File: config.mk
export PLATFORM = sky130hd
export DESIGN_NAME = lynx_io_ctrl
export DESIGN_NICKNAME = d
export VERILOG_FILES = /design/src/rtl/lynx_io_pkg.sv /design/src/rtl/lynx_io_ctrl_sync_edge.sv /design/src/rtl/lynx_io_ctrl.sv
export SDC_FILE = /design/constraint.sdc
export NUM_CORES = 1
export LEC_CHECK = 0
export ABC_AREA = 1
export BUFFER_PORTS_ARGS = -buffer_cell sky130_fd_sc_hd__buf_2
export CAP_MARGIN = 10
export CORE_UTILIZATION = 30
export DETAILED_ROUTE_END_ITERATION = 7
export SLEW_MARGIN = 20
export SYNTH_ARGS = -nofsm -noshare
export SYNTH_HDL_FRONTEND = slang
export SYNTH_HIERARCHICAL = 1
export SYNTH_SLANG_ARGS = --single-unit
File: constraint.sdc
create_clock -name clock -period 1.27 [get_ports clock]
set_input_delay 0.0635 -clock clock [delete_from_list [all_inputs] [get_ports clock]]
set_output_delay 0.0635 -clock clock [all_outputs]
set_load 0.005 [all_outputs]
File: src/rtl/lynx_io_pkg.sv
// Shared definitions for the Lynx I/O port controller.
// Holds the default port addresses, the decode mask, the interrupt length,
// the control-register bit that masks the frame interrupt, the interrupt
// FSM state type and the port-decode helper.
package lynx_io_pkg;

    localparam logic [7:0] PORT_CTRL_DEF   = 8'h80;
    localparam logic [7:0] PORT_DAC_DEF    = 8'h84;
    localparam logic [7:0] DECODE_MASK_DEF = 8'hC7;
    localparam int         INT_LEN_DEF     = 32;
    localparam int         CTRL_INT_MASK_BIT = 7;

    typedef enum logic {
        INT_IDLE,
        INT_ACTIVE
    } int_state_e;

    // Partial decode: only the address bits selected by mask take part.
    function automatic logic port_hit(
        input logic [7:0] addr,
        input logic [7:0] port,
        input logic [7:0] mask
    );
        return (addr & mask) == (port & mask);
    endfunction

endpackage

File: src/rtl/lynx_io_ctrl_sync_edge.sv
// sync_edge: two-flop synchroniser for an asynchronous level input followed
// by a rising-edge detector. rise_o is a one-clock pulse.
// Ports:
//   clock  in  system clock
//   reset  in  asynchronous active-low reset (clears all flops)
//   din_i  in  asynchronous input level
//   rise_o out one-clock pulse on a synchronised 0->1 transition
module sync_edge (
    input  logic clock,
    input  logic reset,
    input  logic din_i,
    output logic rise_o
);

    // [0] metastability flop, [1] synchronised level, [2] previous level.
    logic [2:0] sync_q;

    // NOTE: clocked state uses non-blocking (<=) so every flop samples the
    // pre-edge value of its neighbours, independent of statement order.
    always_ff @(posedge clock or negedge reset) begin
        if (!reset) begin
            sync_q <= 3'b000;
        end else begin
            sync_q <= {sync_q[1:0], din_i};
        end
    end

    assign rise_o = sync_q[1] & ~sync_q[2];

endmodule

File: src/rtl/lynx_io_ctrl.sv
// lynx_io_ctrl: Z80 I/O port controller.
// Decodes I/O cycles from the cpu bus, latches the control and speaker-DAC
// write ports, returns keyboard data on control-port reads and generates the
// frame interrupt from video vsync.
// Ports:
//   clock, reset      system clock, asynchronous active-low reset
//   cep               cpu clock enable
//   iorq, mreq, wr    cpu bus strobes (active low)
//   a, cpu_do         cpu address bus, cpu write data
//   vsync             video vsync (asynchronous)
//   kb_data, kb_row   keyboard column data in, row select out
//   io_rd_en          io_rd_data must be muxed onto the cpu data-in bus
//   io_rd_data        read data
//   ctrl_reg, dac_reg control and speaker-DAC latches
//   io_wr_stb         one-clock pulse per accepted I/O write
//   int_n             frame interrupt, active low
module lynx_io_ctrl
    import lynx_io_pkg::*;
#(
    parameter logic [7:0] PORT_CTRL   = PORT_CTRL_DEF,
    parameter logic [7:0] PORT_DAC    = PORT_DAC_DEF,
    parameter logic [7:0] DECODE_MASK = DECODE_MASK_DEF,
    parameter int         INT_LEN     = INT_LEN_DEF
) (
    input  logic        clock,
    input  logic        reset,
    input  logic        cep,
    input  logic        iorq,
    input  logic        mreq,
    input  logic        wr,
    input  logic [15:0] a,
    input  logic [7:0]  cpu_do,
    input  logic        vsync,
    input  logic [7:0]  kb_data,
    output logic [3:0]  kb_row,
    output logic        io_rd_en,
    output logic [7:0]  io_rd_data,
    output logic [7:0]  ctrl_reg,
    output logic [5:0]  dac_reg,
    output logic        io_wr_stb,
    output logic        int_n
);

    localparam int CNT_W = $clog2(INT_LEN + 1);
    localparam logic [CNT_W-1:0] CNT_LOAD = CNT_W'(INT_LEN - 1);

    // ---------------- decode ----------------
    logic io_cyc, hit_ctrl, hit_dac, wr_act, rd_act, accept;
    logic unused_a;

    assign io_cyc   = !iorq && mreq;
    assign hit_ctrl = io_cyc && port_hit(a[7:0], PORT_CTRL, DECODE_MASK);
    assign hit_dac  = io_cyc && port_hit(a[7:0], PORT_DAC, DECODE_MASK);
    assign wr_act   = io_cyc && !wr;
    assign rd_act   = io_cyc && wr;
    assign unused_a = ^a[15:12];

    // ---------------- write latches ----------------
    logic       wr_act_q;
    logic [7:0] ctrl_q, ctrl_d;
    logic [5:0] dac_q, dac_d;
    logic       stb_q;

    // Only the first cep cycle of a write is taken; the rest of the same
    // bus cycle is ignored even if the data changes.
    assign accept = cep && wr_act && !wr_act_q;

    // NOTE: every variable assigned here gets a default first, so no path
    // leaves it unassigned and no latch is inferred.
    always_comb begin
        ctrl_d = ctrl_q;
        dac_d  = dac_q;
        if (accept && hit_ctrl) ctrl_d = cpu_do;
        if (accept && hit_dac)  dac_d  = cpu_do[5:0];
    end

    always_ff @(posedge clock or negedge reset) begin
        if (!reset) begin
            wr_act_q <= 1'b0;
            ctrl_q   <= 8'h00;
            dac_q    <= 6'h00;
            stb_q    <= 1'b0;
        end else begin
            if (cep) wr_act_q <= wr_act;
            ctrl_q <= ctrl_d;
            dac_q  <= dac_d;
            stb_q  <= accept;
        end
    end

    assign ctrl_reg  = ctrl_q;
    assign dac_reg   = dac_q;
    assign io_wr_stb = stb_q;

    // ---------------- read path (combinational) ----------------
    // The DAC port is write-only, so only the control address returns data.
    assign io_rd_en   = rd_act && hit_ctrl;
    assign io_rd_data = io_rd_en ? kb_data : 8'hFF;
    assign kb_row     = rd_act ? a[11:8] : 4'hF;

    // ---------------- frame interrupt ----------------
    logic vs_rise, edge_pend_q, edge_seen, mask_d;

    sync_edge u_vsync_sync (
        .clock  (clock),
        .reset  (reset),
        .din_i  (vsync),
        .rise_o (vs_rise)
    );

    // A rise arriving between ceps is held until the next cep consumes it.
    always_ff @(posedge clock or negedge reset) begin
        if (!reset) begin
            edge_pend_q <= 1'b0;
        end else if (cep) begin
            edge_pend_q <= 1'b0;
        end else if (vs_rise) begin
            edge_pend_q <= 1'b1;
        end
    end

    assign edge_seen = vs_rise || edge_pend_q;
    // Looking at the post-write mask lets a mask write in the same cep cycle
    // as an edge suppress that interrupt.
    assign mask_d    = ctrl_d[CTRL_INT_MASK_BIT];

    int_state_e     state_q;
    logic [CNT_W-1:0] cnt_q;
    logic           int_n_q;

    always_ff @(posedge clock or negedge reset) begin
        if (!reset) begin
            state_q <= INT_IDLE;
            cnt_q   <= '0;
            int_n_q <= 1'b1;
        end else if (cep) begin
            case (state_q)
                INT_IDLE: begin
                    if (edge_seen && !mask_d) begin
                        state_q <= INT_ACTIVE;
                        cnt_q   <= CNT_LOAD;
                        int_n_q <= 1'b0;
                    end
                end
                INT_ACTIVE: begin
                    if (ctrl_q[CTRL_INT_MASK_BIT]) begin
                        state_q <= INT_IDLE;
                        int_n_q <= 1'b1;
                    end else if (edge_seen && !mask_d) begin
                        cnt_q <= CNT_LOAD;
                    end else if (cnt_q == '0) begin
                        state_q <= INT_IDLE;
                        int_n_q <= 1'b1;
                    end else begin
                        cnt_q <= cnt_q - 1'b1;
                    end
                end
                default: begin
                    state_q <= INT_IDLE;
                    int_n_q <= 1'b1;
                end
            endcase
        end
    end

    assign int_n = int_n_q;

endmodule

== Yosys cells after proc, flatten, opt, wreduce, memory -nomap -nowiden ==
Cells that the tools add are included.
Word-level totals
  flip-flop bits (word level): 28
Cells by class
  $add $sub $neg: 1
  eq/ne operators: 7
  mux-type cells: 20
  bitwise gates (word level): 3
  reductions and logical operators: 20
Operators by type and width (count)
  6-bit two-way mux: 4
  8-bit two-way mux: 2
  6-bit case mux with 2 select lines: 1
  1-bit logical AND: 11
  5-bit equality test (second input constant): 2
  1-bit two-way mux: 10
  4-bit AND reduction: 2
  6-bit logical NOT: 1
  3-bit != test (second input constant): 2
  6-bit by 1-bit subtractor with 6-bit output (second input constant): 1
  1-bit logical NOT: 4
  4-bit two-way mux: 1
  2-bit != test (second input constant): 2
  1-bit case mux with 2 select lines: 2
  3-bit by 2-bit != test with 1-bit output (second input constant): 1
  1-bit NOT: 2
  2-bit nonzero test: 1
  1-bit bitwise AND: 1
  1-bit logical OR: 1

== Depth between registers and ports, before layout ==
Gate-level depths: netlist (run 1).
  word-level depth: 12
  depth in mapped cells: 12

== Cells and area by module ==
Netlist (run 1), hierarchy kept.
Modules (own cells, without submodules)
  lynx_io_ctrl: instances 1, cells an instance 160, area an instance 1313.8 µm², seq. area each 626.9 µm²
  sync_edge: instances 1, cells an instance 5, area an instance 85.1 µm², seq. area each 75.1 µm²

== Least setup slack after synthesis (run 1) ==
Ideal clock, no wire load.
  kind: reg-to-reg
  from: reg cnt_q[0]
  to: reg state_q
  arrival: 1.245 ns
  setup slack: -0.104 ns
  stages on the path, launching flop included: 8
  path buffers: 0
  clock period less this slack: 1.374 ns
  cells stage by stage: dfrtp_1 inv_1 ha_1 nand2_1 nor3_1 o21ai_4 nand2_4 o21ai_0
Between the ends
  longest elaborated chain between the ends: 5
Ends and longest elaborated chain
  from (decl): line lynx_io_ctrl.sv:128  | logic [CNT_W-1:0] cnt_q;
  from (signal assigned): line lynx_io_ctrl.sv:155  | cnt_q <= cnt_q - 1'b1;
  6-bit logical NOT: line lynx_io_ctrl.sv:151  | end else if (cnt_q == '0) begin
  1-bit two-way mux: line lynx_io_ctrl.sv:151
  1-bit two-way mux: line lynx_io_ctrl.sv:149  | end else if (edge_seen && !mask_d) begin
  1-bit two-way mux: line lynx_io_ctrl.sv:146  | if (ctrl_q[CTRL_INT_MASK_BIT]) begin
  1-bit case mux with 2 select lines: line lynx_io_ctrl.sv:137  | case (state_q)
  to (signal assigned): line lynx_io_ctrl.sv:140  | state_q <= INT_ACTIVE;
  to (signal assigned): line lynx_io_ctrl.sv:147  | state_q <= INT_IDLE;
  to (signal assigned): line lynx_io_ctrl.sv:152  | state_q <= INT_IDLE;
  to (decl): line lynx_io_ctrl.sv:127  | int_state_e state_q;
No other way between the ends.
A chain may end at the register's enable or synchronous reset.

== Final worst setup path (run 1) ==
  from: reg cnt_q[0]
  to: reg cnt_q[5]
Between the ends
  longest elaborated chain between the ends: 5
Ends and longest elaborated chain (line)
  6-bit by 1-bit subtractor with 6-bit output: lynx_io_ctrl.sv:155
  6-bit two-way mux: lynx_io_ctrl.sv:151
  6-bit two-way mux: lynx_io_ctrl.sv:149
  6-bit two-way mux: lynx_io_ctrl.sv:146
  6-bit case mux with 2 select lines: lynx_io_ctrl.sv:137
Parallel ways exist; a longest one is shown, timed or not. The select of a mux whose other input is x is not followed.

==> metrics.yaml, run 1 <==
status: "finished with violations"
violations: "setup timing"
drive_above_1_share_pct: 43.9
drc: 0
placementRows: 24
final_common_cell: "buf_2"
finalPower_mw: 2.29
rsz0062_at_grt: "yes"
clk_latency_ns: 0.28
tightest_slew_ns: 0.616
antenna_found_initial: 0
ys_ff_latch: 28
cts_setup_buffers: 0
grt_pass1_vias: 1264
syn_avg_cell_area_um2: 8.48
cp.required_ns: 1.45
power_frac_clock_pct: 30.9
viasPerCell: 4.30
first_pass_iters: 4
ant_nets: 0
pwr-share-comb_pct: 23.6
grt_usage_pct: 14.8
post_drt_wl_per_cell_um: 10.9
clock-sinks: 28
start_kind: "register"
cp.arrival_ns: 1.51
top_usage_layer: "met2"
hpwlAfterDp_um: 2390
wirelength_um: 3230
cts_tree: "built"
clock_skew_ns: 0.00293
period_needed_ns: 1.33
min_period_over_period_pct: 105
placed_cell_area_um2: 1860
cts.htree.levels: 1
synthesis.nets: 206
place_congestion: 0.689
cp-end-kind: "register"
clockBufferDepth: 2
cts_buffers: 3
cts_root_buffer: "clkbuf_8"
portBuffers: 60
p_sw_share_pct: 27.7
vias: 1273
drt-initial-drc-count: 59
ys_seq_area_share_pct: 50.2
nNetsFinal: 286
core_region_area_um2: 4410
start_util_pct: 31.7
relSlewSlack_pct: 59.0
layout_common_cells: "buf_2, nand2_1, dfrtp_1"
drv_slew: 0
yosysWarnings: 6
grt_max_degree: 29
max_freq_ghz: 0.752
irDropWorstVdd_mv: 0.858
fp.dieH_um: 70.3
yosysUniqueCellTypes: 26
diodes: 0
synthCells: 165
die-width_um: 70.3
synth_top_cell_area_share_pct: 48.3
p_seq_share_pct: 45.5
synth_area_leaders: "dfrtp_1, nand2_1, inv_1"
grt_remaining_overflow: 0
synth_top_cell_by_area: "dfrtp_1"
hold_violations: 0
maxCapViolations: 0
switchingPower_mw: 0.634
grt_use_met1_pct: 18.7
p_leak_nw: 1.10
crit_fanout: 5
syn_area_um2: 1400
gr-usage-met3_pct: 3.75
syn_to_final_growth_pct: 44.1
timing.final.ws_setup_ns: -0.0599
p_int_mw: 1.66
power_density_nw_per_um2: 1140
io_pins: 68
hold_path.class: "in2reg"
clkSlewWorstSetupHoldPaths_ns: 0.10
largest_register_ff_count: 8
die_area_um2: 4940
setup_viol: 7
fin_area_um2: 2020
grt_pass1_wl_um: 5850
path_class: "reg2reg"
grtUsageMet2_pct: 25.2
[cells by family (layout without fill, tap and decap cells)]
| logic type | Yosys count | count (layout) | synth area share, % |
|---|---|---|---|
| mux | 1 | 1 | 0.805 |
| simple gates | 79 | 80 | 28.1 |
| fa+ha+maj | 2 | 2 | 1.79 |
| buf+inv | 30 | 108 | 8.05 |
| xor+xnor | 4 | 4 | 2.50 |
| compound gates | 21 | 21 | 8.59 |
| flops | 28 | 28 | 50.2 |
[cell usage after synthesis, drive strengths merged]
cell type and count:
inv 28, nand2 51, clkbuf 2, a21oi 4, nand3 7, mux2 1
o21ai 17, nor3 5, xor2 4, nor2 15, ha 2, dfrtp 27
nand4 1, dfstp 1
[final timing paths]
path                                                   from                          endpoint  slack (ns)  depth (start not counted)
hold / removal                                    cpu_do[6]           ctrl_reg[6]$_DFFE_PN0N_       0.006                          2
max in group asynchronous                             reset              wr_act_q$_DFFE_PN0P_        0.51                          2
hold reg to reg            u_vsync_sync/sync_q[0]$_DFF_PN0_  u_vsync_sync/sync_q[1]$_DFF_PN0_        0.36                          0
setup reg to reg                       cnt_q[0]$_DFFE_PN0P_              cnt_q[5]$_DFFE_PN0P_       -0.06                          8
setup / recovery                       cnt_q[0]$_DFFE_PN0P_              cnt_q[5]$_DFFE_PN0P_       -0.06                          8
min in group asynchronous                             reset              wr_act_q$_DFFE_PN0P_        0.33                          2
[worst max-delay path, stage by stage (launching register included)]
cell	delay (ns)
dfrtp_1	0.38
inv_2	0.07
ha_4	0.16
nand2_4	0.07
nor3_4	0.04
o21ai_4	0.25
nand2_4	0.11
nor2_1	0.10
nor2_1	0.05
[cell type report]
| class | instances | area (µm²) |
|---|---|---|
| Clock inverter | 1 | 30.0 |
| Sequential cell | 28 | 703 |
| Timing Repair Buffer | 76 | 428 |
| Inverter | 28 | 105 |
| Fill cell | 435 | 2400 |
| Tap cell | 52 | 65.1 |
| Multi-Input combinational cell | 108 | 643 |
| Clock buffer | 3 | 41.3 |
[metrics by stage]
stage	setup WS (ns)	util, %	TNS, ns	instances	hold slack, ns
final	-0.0599	45.7	-0.316	296	0.00613
after global routing	-0.166	45.7	-1.02	296	0.00178
after CTS	-0.0601	45.3	-0.317	296	0.00151
after detailed placement	-0.108	42.1	-0.963	288	0.125
after global placement	-0.0452	42.1	-0.235	288	0.121
after floorplan	0.00721	-	0	165	-0.232
[power by group through the flow]
stage                     Combinational [mW]  Clock (mW)  Sequential (mW)
after floorplan                        0.242           0             1.05
after global placement                 0.459           0             1.05
after detailed placement               0.469           0             1.05
after CTS                              0.522       0.736             1.04
after global routing                   0.614       0.769             1.05
final                                  0.542       0.708             1.04
[metal layers]
layer,vias to the layer above,part of all wire (%)
met3,5,3.4
li1,665,-
met1,583,44
met4,0,1.1
met5,-,0
met2,20,51
[what timing repair did]
action	in CTS	in global routing
hold buffers	3	0
gates resized for setup	11	5
endpoints found under the setup margin	14	14
gates cloned	1	0
hold endpoints to repair	30	0
pin swaps	2	2
(Power assumes the default switching activity.)
==> run 2, diff against run 1 <==
clock period = 1.47 ns   (was 1.27 ns; I/O delays follow)
==> run 2 against run 1 <==
The flow now finishes without violations; sequential power down 13%; register-to-register slack improved by 0.13 ns; sequential share of layout area grew 0.51 points; via count down 2.6%; wire length is 6.9% lower; worst hold slack improved by 0.038 ns; power down 15%; global-route usage decreased by 1.9 points; setup slack gained 0.13 ns; critical path depth up 1; largest cell class unchanged.
==> metrics.yaml, run 2 (synthesized netlist as in run 1, its figures left out) <==
cts_buffers: 3  # unchanged
wirelength_um: 3010  # was 3230 µm
hpwlAfterDp_um: 2150  # was 2390 µm
dp.cells: 281  # was 288
max_freq_ghz: 0.713  # was 0.752 GHz
clock-sinks: 28  # unchanged
r2r_slack_ns: 0.07  # was -0.06 ns
path_class: "reg2reg"  # unchanged
min_period_over_period_pct: 95.4  # was 105%
final_common_cell: "buf_2"  # unchanged
drt-initial-drc-count: 55  # was 59
vias: 1240  # was 1,273
grtUsageMet2_pct: 21.3  # was 25.2%
first_pass_iters: 4  # unchanged
grt_use_met1_pct: 16.4  # was 18.7%
hold_violations: 0  # unchanged
clockBufferDepth: 2  # unchanged
antenna_found_initial: 0  # unchanged
tightest_slew_ns: 0.618  # was 0.616 ns
whs_path_depth: 3  # was 2
grt_usage_pct: 12.8  # was 14.8%
n_fill_cell: 445  # was 435
clkSlewWorstSetupHoldPaths_ns: 0.10  # about the same
core_region_area_um2: 4410  # unchanged
cp.arrival_ns: 1.63  # was 1.51 ns
path_delay_family: "simple AND/OR/NAND/NOR gates"  # was flip-flops
cp.required_ns: 1.69  # was 1.45 ns
cts_tree: "built"  # unchanged
cts_root_buffer: "clkbuf_8"  # unchanged
die_area_um2: 4940  # unchanged
placementRows: 24  # unchanged
place_congestion: 0.704  # was 0.689
hold_path.class: "in2reg"  # unchanged
drc: 0  # unchanged
hold_start: "cpu_do[1]"  # was cpu_do[6]
holdWs_ns: 0.0444  # was 0.00613 ns
period_needed_ns: 1.40  # was 1.33 ns
reg2reg_from: "cnt_q[3]$_DFFE_PN0P_"  # was cnt_q[0]$_DFFE_PN0P_
setup_viol: 0  # was 7
holdPathEnd: "ctrl_reg[1]$_DFFE_PN0N_"  # was ctrl_reg[6]$_DFFE_PN0N_
irDropWorstVdd_mv: 0.627  # was 0.858 mV
finalNonFillerCells: 293  # was 296
layout_common_cells: "buf_2, nand2_1, dfrtp_1"  # unchanged
die-width_um: 70.3  # unchanged
drive_above_1_share_pct: 40.7  # was 43.9%
fin_area_um2: 1980  # was 2020 µm²
diodes: 0  # unchanged
cp_slowest_stage_delay_ns: 0.43  # was 0.38 ns
maxCapViolations: 0  # unchanged
start_util_pct: 31.7  # unchanged
reg2reg_depth: 9  # was 8
gr-usage-met3_pct: 3.61  # was 3.75%
power_density_nw_per_um2: 980  # was 1140 nW/µm²
multi_input_area_um2: 629  # was 643 µm²
crit_top_cell: "nand2_1"
worstSetupStartpoint: "cnt_q[3]$_DFFE_PN0P_"  # was cnt_q[0]$_DFFE_PN0P_
relSlewSlack_pct: 58.8  # was 59.0%
status: "complete, no violations"  # was finished with violations
portBuffers: 60  # unchanged
grt_remaining_overflow: 0  # unchanged
pwr-share-comb_pct: 21.6  # was 23.6%
fp.dieH_um: 70.3  # unchanged
drv_slew: 0  # unchanged
cts.htree.levels: 1  # unchanged
p_leak_nw: 1.08  # was 1.10 nW
p_sw_share_pct: 27.4  # was 27.7%
nNetsFinal: 283  # was 286
syn_to_final_growth_pct: 41.8  # was 44.1%
grt_pass1_vias: 1119  # was 1,264
top_usage_layer: "met2"  # unchanged
p_int_mw: 1.41  # was 1.66 mW
grt_max_degree: 29  # unchanged
post_drt_wl_per_cell_um: 10.3  # was 10.9 µm
r2r-end: "int_n$_DFFE_PN1P_"  # was cnt_q[5]$_DFFE_PN0P_
critical_path_buf_inv_count: 1  # unchanged
cp-end-kind: "register"  # unchanged
viasPerCell: 4.23  # was 4.30
slowest_stage: "dfrtp_1"  # unchanged
crit_fanout: 3  # was 5
ant_nets: 0  # unchanged
largest_register_ff_count: 8  # unchanged
ff_latch_area_um2: 702  # was 703 µm²
clock_skew_ns: 0.00446  # was 0.00293 ns
start_kind: "register"  # unchanged
power_frac_clock_pct: 31.7  # was 30.9%
placed_cell_area_um2: 1800  # was 1860 µm²
worstPathCellList: "nor2_2 > nand2_2 > nor3_4 > buf_4 > nand2_1 > nand2_1 > nand2_1 > nand2_1 > nand2_1"  # was inv_2 > ha_4 > nand2_4 > nor3_4 > o21ai_4 > nand2_4 > nor2_1 > nor2_1
io_pins: 68  # unchanged
switchingPower_mw: 0.533  # was 0.634 mW
p_seq_share_pct: 46.6  # was 45.5%
clk_latency_ns: 0.28  # about the same
grt_pass1_wl_um: 5090  # was 5850 µm
run 2: cell types whose count changed in the layout (fill, tap and decap cells not counted), moves of 2 or more:
cell / change
buf_4: -5
nand2_2: -2
dlygate4sd3_1: +2
nand2_1: +3
run 2: per-layer routing:
metal	up-vias	routed length, µm
met4	0	21
met5	-	0
met1	555	1430
met3	3	106
li1	660	-
met2	22	1450
run 2: worst max-delay path by stage:
stage / end / slack (ns) / cells after the start
global route: cnt_q[5]$_DFFE_PN0P_ / -0.05 / 7
floorplan: state_q$_DFFE_PN0P_ / 0.1 / 7
global placement: cnt_q[5]$_DFFE_PN0P_ / 0.08 / 9
detailed placement: cnt_q[5]$_DFFE_PN0P_ / 0.05 / 9
CTS: cnt_q[5]$_DFFE_PN0P_ / 0.02 / 9
finish: int_n$_DFFE_PN1P_ / 0.07 / 9
run 2: timing repair:
| action | CTS | global route |
|---|---|---|
| hold endpoints to repair | 29 | 1 |
| buffers inserted | 0 | 3 |
| resized for setup | 0 | 11 |
| endpoints found under the setup margin | 0 | 8 |
| hold buffers | 4 | 1 |
run 2: worst reg2reg max path: cells and delay by family (launching register included):
| kind | cells | cell delay (ns) |
|---|---|---|
| simple gates | 8 | 0.77 |
| flops | 1 | 0.43 |
| buf+inv | 1 | 0.15 |
run 2: area by class of cell:
| class | instances | share of cell area, % |
|---|---|---|
| clock buffer | 3 | 2.08 |
| clock inverter | 1 | 1.51 |
| inverter | 28 | 5.30 |
| multi-input combinational | 108 | 31.7 |
| sequential | 28 | 35.4 |
| tap | 52 | 3.28 |
| timing repair buffer | 73 | 20.7 |
run 2: power groups by stage:
stage | Combinational (mW) | Sequential (mW) | Clock [mW]
4_1_cts | 0.361 | 0.895 | 0.634
5_1_grt | 0.485 | 0.915 | 0.674
3_5_place_dp | 0.352 | 0.910 | 0
3_3_place_gp | 0.345 | 0.910 | 0
2_1_floorplan | 0.208 | 0.905 | 0
6_report | 0.421 | 0.907 | 0.617
run 2: stage by stage:
| stage | worst slack [ns] | TNS, ns | utilization, % | power (mW) |
|---|---|---|---|---|
| detailed placement | 0.0456 | 0 | 40.8 | 1.26 |
| floorplan | 0.0962 | 0 | - | 1.11 |
| global placement | 0.0790 | 0 | 40.8 | 1.25 |
| CTS | 0.0187 | 0 | 43.3 | 1.89 |
| global route | -0.0513 | -0.208 | 44.9 | 2.07 |
| finish | 0.0675 | 0 | 44.9 | 1.94 |
==> run 3, diff against run 2 <==
SYNTH_HIERARCHICAL = not set   (was 1)
==> run 3 against run 2 <==
Sequential cell count unchanged; non-clock buffer count increased by 5; final cell count did not move.
==> metrics.yaml, run 3 <==
irDropWorstVdd_mv: 0.636  # was 0.627 mV
first_pass_iters: 4  # unchanged
cp-end-kind: "register"  # unchanged
clock-sinks: 28  # unchanged
syn_avg_cell_area_um2: 8.56  # was 8.48 µm²
path_class: "reg2reg"  # unchanged
synthCells: 162  # was 165
slowest_stage: "dfrtp_1"  # unchanged
drt-initial-drc-count: 31  # was 55
synth_top_cell_area_share_pct: 48.7  # was 48.3%
place_congestion: 0.788  # was 0.704
rsz0062_at_grt: "yes"
drv_slew: 0  # unchanged
viasPerCell: 4.16  # was 4.23
ys_seq_area_share_pct: 50.6  # was 50.2%
clock_skew_ns: 0.00262  # was 0.00446 ns
grt_remaining_overflow: 0  # unchanged
path_delay_family: "simple AND/OR/NAND/NOR gates"  # unchanged
synth_edf_count: 0  # unchanged
nNetsFinal: 282  # was 283
ys.flop_type: "dfrtp_1"  # unchanged
power_frac_clock_pct: 30.9  # was 31.7%
start_util_pct: 31.6  # was 31.7%
p_seq_share_pct: 45.8  # was 46.6%
yosysUniqueCellTypes: 25  # was 26
post_drt_wl_per_cell_um: 9.91  # was 10.3 µm
cp.required_ns: 1.68  # was 1.69 ns
layout_common_cells: "buf_2, nand2_1, dfrtp_1"  # unchanged
vias: 1218  # was 1,240
fin_tns_setup_ns: 0  # unchanged
core_region_area_um2: 4380  # was 4410 µm²
placementRows: 24  # unchanged
cts_root_buffer: "clkbuf_8"  # unchanged
setup_viol: 0  # unchanged
ant_nets: 0  # unchanged
hold_path.class: "in2reg"  # unchanged
syn_to_final_growth_pct: 45.4  # was 41.8%
largest_register_ff_count: 8  # unchanged
crit_fanout: 6  # was 3
n_fill_cell: 433  # was 445
clockBufferDepth: 2  # unchanged
wirelength_um: 2900  # was 3010 µm
p_int_mw: 1.44  # was 1.41 mW
relSlewSlack_pct: 59.7  # was 58.8%
worstPathCellList: "inv_2 > ha_4 > nand2_4 > nor3_4 > o21ai_2 > nand2_2 > buf_12 > nand2_2 > o21ai_2"  # was nor2_2 > nand2_2 > nor3_4 > buf_4 > nand2_1 > nand2_1 > nand2_1 > nand2_1 > nand2_1
clkSlewWorstSetupHoldPaths_ns: 0.10  # about the same
maxCapViolations: 0  # unchanged
io_pins: 68  # unchanged
final_common_cell: "buf_2"  # unchanged
grt_usage_pct: 12.5  # was 12.8%
p_leak_nw: 1.10  # was 1.08 nW
ys_ff_latch: 28  # unchanged
grt_max_degree: 29  # unchanged
yosysWarnings: 0  # was 6
fp.dieH_um: 70.0  # was 70.3 µm
clk_latency_ns: 0.28  # about the same
diodes: 0  # unchanged
die_area_um2: 4900  # was 4940 µm²
netlist_top_cells_count: "nand2_1, dfrtp_1, inv_1"  # unchanged
cts_buffers: 3  # unchanged
cp_slowest_stage_delay_ns: 0.40  # was 0.43 ns
status: "complete, no violations"  # unchanged
antenna_found_initial: 0  # unchanged
pwr-share-comb_pct: 23.3  # was 21.6%
p_sw_share_pct: 26.7  # was 27.4%
hpwlAfterDp_um: 2210  # was 2150 µm
hold_violations: 0  # unchanged
tightest_slew_ns: 0.604  # was 0.618 ns
synth_top_cell_by_area: "dfrtp_1"  # unchanged
grt_pass1_vias: 1144  # was 1,119
syn_area_um2: 1390  # was 1400 µm²
period_needed_ns: 1.41  # was 1.40 ns
synth_area_leaders: "dfrtp_1, nand2_1, inv_1"  # unchanged
cts.htree.levels: 1  # unchanged
die-width_um: 70.0  # was 70.3 µm
async_flop_share_pct: 100  # unchanged
portBuffers: 60  # unchanged
drc: 0  # unchanged
grt_pass1_wl_um: 5020  # was 5090 µm
drive_above_1_share_pct: 46.5  # was 40.7%
synth_most_common_cell: "nand2_1"  # unchanged
fin_area_um2: 2020  # was 1980 µm²
synthesis.nets: 202  # was 206
cts_tree: "built"  # unchanged
placed_cell_area_um2: 1850  # was 1800 µm²
start_kind: "register"  # unchanged
critical_path_buf_inv_count: 2  # was 1
cp.arrival_ns: 1.62  # was 1.63 ns
switchingPower_mw: 0.526  # was 0.533 mW
max_freq_ghz: 0.708  # was 0.713 GHz
power_density_nw_per_um2: 977  # was 980 nW/µm²
min_period_over_period_pct: 96.0  # was 95.4%
run 3: cell count changes after synthesis, sizes merged:
cell,delta
nor2,-3
inv,-2
nand2,+2
xnor2,+2
xor2,-2
a21oi,-1
buf,+1
ha,-1
nand3,+1
nand4,-1
o21ai,+1
run 3: power groups by stage:
stage / Combinational, mW / Clock [mW] / Sequential (mW)
2_1_floorplan: 0.209 / 0 / 0.905
3_3_place_gp: 0.395 / 0 / 0.901
3_5_place_dp: 0.404 / 0 / 0.903
4_1_cts: 0.411 / 0.628 / 0.890
5_1_grt: 0.513 / 0.660 / 0.912
6_report: 0.460 / 0.609 / 0.901
run 3: per-stage QoR:
stage / instances / power [mW] / util (%) / hold slack [ns] / setup WS, ns
2_1_floorplan: 162 / 1.11 / - / -0.222 / 0.0597
3_3_place_gp: 285 / 1.30 / 42.2 / 0.124 / 0.0351
3_5_place_dp: 285 / 1.31 / 42.2 / 0.125 / -0.0202
4_1_cts: 292 / 1.93 / 44.6 / 0.00542 / 0.0346
5_1_grt: 293 / 2.09 / 46.0 / 0.00850 / -0.0407
6_report: 293 / 1.97 / 46.0 / 0.00835 / 0.0584
run 3: path summary, 6_finish.rpt:
check / start / endpoint / slack, ns / cells after the start
worst max-delay path: cnt_q[0]$_DFFE_PN0P_ / cnt_q[3]$_DFFE_PN0P_ / 0.06 / 9
worst min-delay path: cep / state_q$_DFFE_PN0P_ / 0.008 / 2
worst max register to register: cnt_q[0]$_DFFE_PN0P_ / cnt_q[3]$_DFFE_PN0P_ / 0.06 / 9
worst min register to register: u_vsync_sync.sync_q[0]$_DFF_PN0_ / u_vsync_sync.sync_q[1]$_DFF_PN0_ / 0.36 / 0
max in group asynchronous: reset / cnt_q[2]$_DFFE_PN0P_ / 0.71 / 2
min in group asynchronous: reset / io_wr_stb$_DFF_PN0_ / 0.33 / 2
run 3: area by class of cell:
class                           instances  area [µm²]  share of cell area [%]
Clock buffer                            3        41.3                    2.05
Clock inverter                          1        30.0                    1.49
Multi-Input combinational cell        105         618                    30.7
Sequential cell                        28         704                    34.9
Timing Repair Buffer                   78         459                    22.8
Tap cell                               52        65.1                    3.23
Inverter                               26        97.6                    4.84
run 3: per-layer routing:
layer | GRT usage [%] | wire length, µm | share of wire, % | vias up
li1 | - | - | - | 653
met1 | 16.8 | 1410 | 49 | 535
met2 | 20.8 | 1350 | 47 | 25
met3 | 3.17 | 104 | 3.6 | 5
met4 | 2.00 | 36 | 1.2 | 0
met5 | 0 | 0 | 0 | -
run 3: what timing repair did:
item | 4_1_cts | 5_1_grt
hold endpoints to repair | 29 | 0
setup endpoints to repair | 6 | 7
pin swaps | 0 | 4
hold buffers | 3 | 0
gates resized for setup | 1 | 16
buffers inserted | 0 | 1
run 3: cells by family after synthesis:
family	share of synthesized area [%]
xor gates and xnor gates	2.53
buffers and inverters	8.39
DFF	50.6
and+or+nand+nor	27.8
AOI/OAI and AO/OA	8.93
muxes	0.812
adders and majority gates	0.902
